--- src/rtl/cpu_pipe_pkg.sv ---
// Shared decode/pipeline definitions: register address width, forward
// select encoding and the scoreboard entry layout.
package cpu_pipe_pkg;
  localparam int DEF_REG_ADDR_W = 5;
  localparam int FWD_RF         = 0;

  typedef struct packed {
    logic                      valid;
    logic [DEF_REG_ADDR_W-1:0] dst;
    logic                      is_load;
  } sb_entry_t;
endpackage

--- src/rtl/hazard_src_match.sv ---
// Per-source scoreboard scan: picks the youngest in-flight writer of the
// source register and turns it into a bypass select or a stall request.
module hazard_src_match
  import cpu_pipe_pkg::*;
#(
  parameter int NUM_STAGES = 3,
  parameter int REG_ADDR_W = DEF_REG_ADDR_W,
  parameter int LOAD_READY = 2,
  parameter int SEL_W      = $clog2(NUM_STAGES + 1)
) (
  input  logic [REG_ADDR_W-1:0]                 src,
  input  logic                                  used,
  input  logic [NUM_STAGES-1:0]                 vld_pipe,
  input  logic [NUM_STAGES-1:0][REG_ADDR_W-1:0] dst_pipe,
  input  logic [NUM_STAGES-1:0]                 ld_pipe,
  output logic                                  stall_req,
  output logic [SEL_W-1:0]                      fwd_sel
);
  // Scan oldest to youngest so the youngest match overwrites older ones.
  always_comb begin
    stall_req = 1'b0;
    fwd_sel   = SEL_W'(FWD_RF);
    for (int k = NUM_STAGES - 1; k >= 0; k--) begin
      if (used && (src != '0) && vld_pipe[k] && (dst_pipe[k] == src)) begin
        if ((k >= 1) && (!ld_pipe[k] || (k >= LOAD_READY))) begin
          stall_req = 1'b0;
          fwd_sel   = SEL_W'(k + 1);
        end else begin
          stall_req = 1'b1;
          fwd_sel   = SEL_W'(FWD_RF);
        end
      end
    end
  end
endmodule

--- src/rtl/pipe_hazard_scoreboard.sv ---
// Decode-stage interlock/forwarding controller: shift-register scoreboard of
// in-flight writes, per-source bypass selection, stall generation and counter.
module pipe_hazard_scoreboard
  import cpu_pipe_pkg::*;
#(
  parameter int NUM_STAGES = 3,
  parameter int REG_ADDR_W = DEF_REG_ADDR_W,
  parameter int NUM_SRC    = 2,
  parameter int LOAD_READY = 2,
  parameter int CNT_W      = 32,
  localparam int SEL_W     = $clog2(NUM_STAGES + 1)
) (
  input  logic                          clk,
  input  logic                          reset,
  input  logic                          id_valid,
  input  logic [NUM_SRC*REG_ADDR_W-1:0] id_src_addr,
  input  logic [NUM_SRC-1:0]            id_src_used,
  input  logic [REG_ADDR_W-1:0]         id_dst_addr,
  input  logic                          id_reg_write,
  input  logic                          id_is_load,
  input  logic                          id_flush,
  output logic                          issue,
  output logic                          stall,
  output logic [NUM_SRC*SEL_W-1:0]      fwd_sel,
  output logic [NUM_STAGES-1:0]         stage_valid,
  output logic [CNT_W-1:0]              stall_count
);
  logic [NUM_STAGES-1:0]                 vld_pipe;
  logic [NUM_STAGES-1:0]                 ld_pipe;
  logic [NUM_STAGES-1:0][REG_ADDR_W-1:0] dst_pipe;
  logic [NUM_SRC-1:0]                    src_stall;
  logic                                  new_vld;

  for (genvar i = 0; i < NUM_SRC; i++) begin : g_src
    hazard_src_match #(
      .NUM_STAGES(NUM_STAGES),
      .REG_ADDR_W(REG_ADDR_W),
      .LOAD_READY(LOAD_READY),
      .SEL_W     (SEL_W)
    ) u_match (
      .src      (id_src_addr[i*REG_ADDR_W +: REG_ADDR_W]),
      .used     (id_src_used[i]),
      .vld_pipe (vld_pipe),
      .dst_pipe (dst_pipe),
      .ld_pipe  (ld_pipe),
      .stall_req(src_stall[i]),
      .fwd_sel  (fwd_sel[i*SEL_W +: SEL_W])
    );
  end

  // Flush and idle decode both suppress the stall so no bubble is counted.
  assign stall       = id_valid & ~id_flush & (|src_stall);
  assign issue       = id_valid & ~id_flush & ~stall;
  assign new_vld     = issue & id_reg_write & (id_dst_addr != '0);
  assign stage_valid = vld_pipe;

  always_ff @(posedge clk) begin
    if (reset) begin
      vld_pipe    <= '0;
      ld_pipe     <= '0;
      dst_pipe    <= '0;
      stall_count <= '0;
    end else begin
      vld_pipe <= {vld_pipe[NUM_STAGES-2:0], new_vld};
      ld_pipe  <= {ld_pipe[NUM_STAGES-2:0], id_is_load};
      dst_pipe <= {dst_pipe[NUM_STAGES-2:0], id_dst_addr};
      if (stall && (stall_count != '1))
        stall_count <= stall_count + CNT_W'(1);
    end
  end
endmodule

--- config.mk ---
export PLATFORM = sky130hd
export DESIGN_NAME = pipe_hazard_scoreboard
export DESIGN_NICKNAME = d
export VERILOG_FILES = /design/src/rtl/cpu_pipe_pkg.sv /design/src/rtl/hazard_src_match.sv /design/src/rtl/pipe_hazard_scoreboard.sv
export SDC_FILE = /design/constraint.sdc
export NUM_CORES = 1
export LEC_CHECK = 0
export BUFFER_PORTS_ARGS = -buffer_cell sky130_fd_sc_hd__buf_4
export CAP_MARGIN = 0
export CORE_MARGIN = 2
export CORE_UTILIZATION = 48
export CTS_CLUSTER_SIZE = 24
export DETAILED_ROUTE_END_ITERATION = 8
export GPL_ROUTABILITY_DRIVEN = 0
export GPL_TIMING_DRIVEN = 0
export PLACE_DENSITY = 0.84
export SLEW_MARGIN = 30
export SYNTH_ARGS = -nofsm -noshare
export SYNTH_HDL_FRONTEND = slang
export SYNTH_SLANG_ARGS = --single-unit
--- constraint.sdc ---
create_clock -name clk -period 2.75 [get_ports clk]
set_clock_uncertainty 0.1 [all_clocks]
set_input_delay 0.275 -clock clk [delete_from_list [all_inputs] [get_ports clk]]
set_output_delay 0.275 -clock clk [all_outputs]
set_load 0.02 [all_outputs]
After elaboration in Yosys (flattened, before gate mapping)
Index checks and enable logic that the tools add are counted.

storage, ports and cells
  register bits after elaboration = 52
  bits of input ports = 23
  output and inout port bits = 41
  word-level logic and storage cells = 52

operators by class
  add/subtract/negate cells = 1
  eq/ne operators = 7
  multiplexer cells = 12
  bitwise operators = 7
  reduce and logical (&&, ||, !) cells = 19

operator list
  operator                 count
  $add A32 B1 Y32 const B  1
  $ne A32 B32 Y1 const B   1
  $eq A5 B5 Y1             6
  $logic_and A1 B1 Y1      15
  $reduce_bool A5 Y1       3
  $mux W2                  7
  $and A1 B1 Y1            5
  $mux W1                  5
  $not A1 Y1               2
  $reduce_or A2 Y1         1

Logic depth before layout (Yosys ltp)
  depth in word-level cells = 12
  mapped depth = 8
  depth with buffers taken out = 7

By module
From an unflattened synthesis, not the netlist that was laid out.

second synthesis, totals
  cell total of the unflattened synthesis = 315
  area total of the unflattened synthesis = 2,869.0 um^2

modules (own cells, without submodules)
  module                  instances  cells an instance  area each (um^2)  sequential area each (um^2)
  pipe_hazard_scoreboard  1          255                2,378.5           1,061.0
  hazard_src_match        2          30                 245.2             0.0

Least setup slack after synthesis
No wires, ideal clock.

  path kind = in2reg
  start point = input port id_src_addr[1]
  end point = register vld_pipe[0], in the netlist stage_valid[0]
  setup time = 62 ps
  arrival time = 2,255 ps
  data required time = 2,588 ps
  slack = 333 ps
  cell stages on the path = 7
  buffers on the path = 1
  cells stage by stage = or4_1 o21ai_1 nor3_1 o21a_1 buf_6 nor3_1 and4bb_2

between the ends
  word-level cells in the longest chain between the ends = 12
  elaborated cells on any way between the ends = 16
  classes of those cells = 2 x eq/ne; 2 x mux; 5 x bitwise; 7 x reduce/logical

ends and longest elaborated chain
  element                           line                          text
  start: declaration                pipe_hazard_scoreboard.sv:16  input logic [NUM_SRC*REG_ADDR_W-1:0] id_src_addr,
  $reduce_bool A5 Y1                hazard_src_match.sv:24        if (used && (src != '0) && vld_pipe[k] && (dst_pipe[k] == src)) begin
  $logic_and A1 B1 Y1 (3 in a row)  hazard_src_match.sv:24
  $mux W1                           hazard_src_match.sv:24
  $mux W1 (*)                       hazard_src_match.sv:24
  $reduce_or A2 Y1 (*)              pipe_hazard_scoreboard.sv:52  assign stall = id_valid & ~id_flush & (|src_stall);
  $and A1 B1 Y1 (*)                 pipe_hazard_scoreboard.sv:52
  $not A1 Y1 (*)                    pipe_hazard_scoreboard.sv:53  assign issue = id_valid & ~id_flush & ~stall;
  $and A1 B1 Y1 (*)                 pipe_hazard_scoreboard.sv:53
  net issue                         pipe_hazard_scoreboard.sv:22  output logic issue,
  $and A1 B1 Y1 (*) (2 in a row)    pipe_hazard_scoreboard.sv:54  assign new_vld = issue & id_reg_write & (id_dst_addr != '0);
  end signal: assignment            pipe_hazard_scoreboard.sv:64  vld_pipe <= {vld_pipe[NUM_STAGES-2:0], new_vld};
  end: declaration                  pipe_hazard_scoreboard.sv:28  logic [NUM_STAGES-1:0] vld_pipe;

Mark *: on every way through the listed nets, which the timed path passes. The rest lies on a longest branch.
A chain may end at the register's enable or synchronous reset.

Worst setup path in the final report
  start point = register dst_pipe[8] in the netlist's numbering
  end point = output port stall

between the ends
  word-level cells in the longest chain between the ends = 6
  elaborated cells on any way between the ends = 10
  classes of those cells = 2 x eq/ne; 4 x mux; 1 x bitwise; 3 x reduce/logical

ends and longest elaborated chain
  element                   line                          text
  start: declaration        pipe_hazard_scoreboard.sv:30  logic [NUM_STAGES-1:0][REG_ADDR_W-1:0] dst_pipe;
  start signal: assignment  pipe_hazard_scoreboard.sv:66  dst_pipe <= {dst_pipe[NUM_STAGES-2:0], id_dst_addr};
  $eq A5 B5 Y1              hazard_src_match.sv:24
  $logic_and A1 B1 Y1       hazard_src_match.sv:24
  $mux W1 (2 in a row)      hazard_src_match.sv:24
  $reduce_or A2 Y1 (*)      pipe_hazard_scoreboard.sv:52
  $and A1 B1 Y1 (*)         pipe_hazard_scoreboard.sv:52
  end: declaration          pipe_hazard_scoreboard.sv:23  output logic stall,

Mark *: on every way between the ends. The rest lies on a longest branch, timed or not.

==> results.tsv <==
metric	value	unit
Netlist Area Pre-Place	2660	um2
final setup fails	0	
Post-synth EDFFs	0	
placed inst area	3230	um2
predominant post-synthesis flop cell	dfxtp_1	
drt drc	0	
pre-CTS WS	112	ps
number of diodes	0	
Buf/Inv on CP	2	
GR Layer Usage met1	27.2	%
post-cts gate resize count	0	
Final Cell Area	3330	um2
critical path required time	2380	ps
max-cap viol count	0	
Multi-input gate area	1570	um2
Post-synth top cells	52 x dfxtp_1, 25 x nor2b_1, 22 x xnor2_1, 21 x nand2_1, 19 x nor2_1	
FMAX	397	MHz
FP Rows	27	
CP max FO	10	
met2 usage	35.2	%
die height	78.5	um
maximum vdd drop	390	uV
count leader, synth	dfxtp_1	
Ports	64	
CP top delay family	simple AND/OR/NAND/NOR gates	
first-pass GRT wire length	10500	um
period utilisation layout	91.6	%
Power Density	397	nW/um2
largest net degree at the start of global routing	18	
DP HPWL	4810	um
layout cells sized above 1	24.7	%
final hold violation count	0	
CTS root buf	clkbuf_8	
worst min path class	primary input to flop	
Max-slew headroom	62.6	%
Yosys cell types	46	
crit-path cells	xnor2_1 > nand4_1 > nor3_1 > o21a_1 > buf_6 > o21ba_2 > buf_4	
die area	6160	um2
Yosys reg bits	52	
Yosys warnings	0	
Layout area overhead	25.0	%
TritonCTS buffer count	5	
initial drt markers	117	
antenna viol nets, final	0	
routed vias	2471	
CP max stage delay	400	ps
initial antenna violation count	0	
IO buf count	63	
RSZ-0062 raised after global routing	false	
dominant cells by area after synthesis	dfxtp_1 39%, xnor2_1 7.2%, nor2b_1 5.9%, xor2_1 5.6%, or3_1 3.1%	
Crit. End Element	output port	
CTS tree	yes	
Final min period	2520	ps
routed len/inst	14.3	um
Clock Latency Late Sink	300	ps
status	complete, no violations	
Syn Inst Count	302	
Setup TNS Final	0	ps
via density per instance	5.55	
fillers	463	
Syn Nets	326	
total track usage	21.2	%
met3 usage	4.71	%
Sink Count	52	
Post-CTS Repair Setup Buffers	0	
Detailed Route WL	6350	um
most area-hungry cell type in the Yosys netlist	dfxtp_1	
Sequential cell area	1040	um2
ys async rst share	0	%
busiest grt layer	met2	
vias in the first global route	2296	
Hold Buf Count CTS	0	
fin nets	396	
Die W	78.5	um
Worst-Margin Slew	561	ps
CP max stage cell	dfxtp_1	
H-tree level count	2	
sequential element share of the synthesized area	39.1	%
detailed-router iteration count before antenna repair	4	
WP data arrival	2140	ps
clk slew on worst S/H paths	100	ps
CP startpoint kind	flop	
total leakage power	1.24	nW
final core utilization	61.2	%
CTS max path bufs	2	
final max-slew violation count	0	
Initial Utilization	49.0	%
gr ovfl total	0	
syn avg cell area	8.82	um2
core area	5440	um2
top cell type's share of synthesized area	39.1	%
Setup Crit Path Kind	flop to output port	
setup slack after layout	231	ps
-- power breakdown --
part | switching, mW | internal (mW)
Sequential | 0.0110 | 0.763
Clock | 0.253 | 0.181
Combinational | 0.0555 | 0.0580
Total | 0.320 | 1.00
-- layout by cell type, fill, tap and decap left out, drive strengths merged, types with 2 or more instances in the layout --
cell      instances
or4              11
mux2              2
or3              14
xor2             17
nor4              4
clkinvlp          2
o21ai            17
nor3             14
buf              68
dfxtp            52
and3              6
inv               2
nand4            10
nand2b            3
nor2b            25
o31ai             3
nand3            11
o211ai            7
nand2            21
clkbuf           10
o2111ai           2
xnor2            22
a31oi             2
a21oi            17
nor2             19
-- routing by layer --
| layer | share of wire (%) | vias to the layer above |
|---|---|---|
| li1 | - | 1224 |
| met1 | 44 | 1158 |
| met2 | 48 | 79 |
| met3 | 6.8 | 10 |
| met4 | 1.5 | 0 |
| met5 | 0 | - |
-- per-stage QoR --
step | total power, mW | cells | hold WS [ps]
after floorplan | 0.850 | 302 | 303
after global placement | 0.900 | 437 | 319
after detailed placement | 0.905 | 437 | 330
after CTS | 1.33 | 445 | 81.4
after global routing | 1.39 | 445 | 85.2
final | 1.32 | 445 | 90.9
-- path summary, 6_finish.rpt --
check	start	end	slack, ps	cells after the start
min reg2reg	ld_pipe[0]	ld_pipe[1]	350	1
max reg2reg	stall_count[6]	stall_count[17]	280	8
min	id_dst_addr[1]	dst_pipe[1]	90	2
max	dst_pipe[8]	stall	230	7
-- worst register-to-register path, stage by stage, from the launching register on --
cell,delay [ps]
dfxtp_1,470
nand3_2,150
or3_4,440
nor3_1,220
a31oi_2,230
o211ai_1,260
buf_2,270
xor2_1,170
nor2_1,50
-- area by class of cell --
| type | count | area share (%) |
|---|---|---|
| Timing Repair Buffer | 63 | 14.2 |
| Inverter | 2 | 0.225 |
| Sequential cell | 52 | 31.3 |
| Clock buffer | 5 | 2.07 |
| Buffer | 10 | 1.65 |
| Tap cell | 72 | 2.71 |
| Multi-Input combinational cell | 238 | 47.2 |
| Clock inverter | 3 | 0.714 |
-- registers in the layout, summed over array words and instances, names as in the netlist --
signal / cells
ld_pipe: 2
stall_count: 32
dst_pipe: 15
stage_valid: 3
-- cell families after synthesis --
family                     synth area share, %
and+or+nand+nor                           30.6
AOI/OAI and AO/OA                         13.3
DFF                                       39.1
buffers and inverters                     2.35
adders and majority gates                0.470
muxes                                     1.36
xor gates and xnor gates                  12.8
Note: power is estimated with default switching activity, not from simulation.
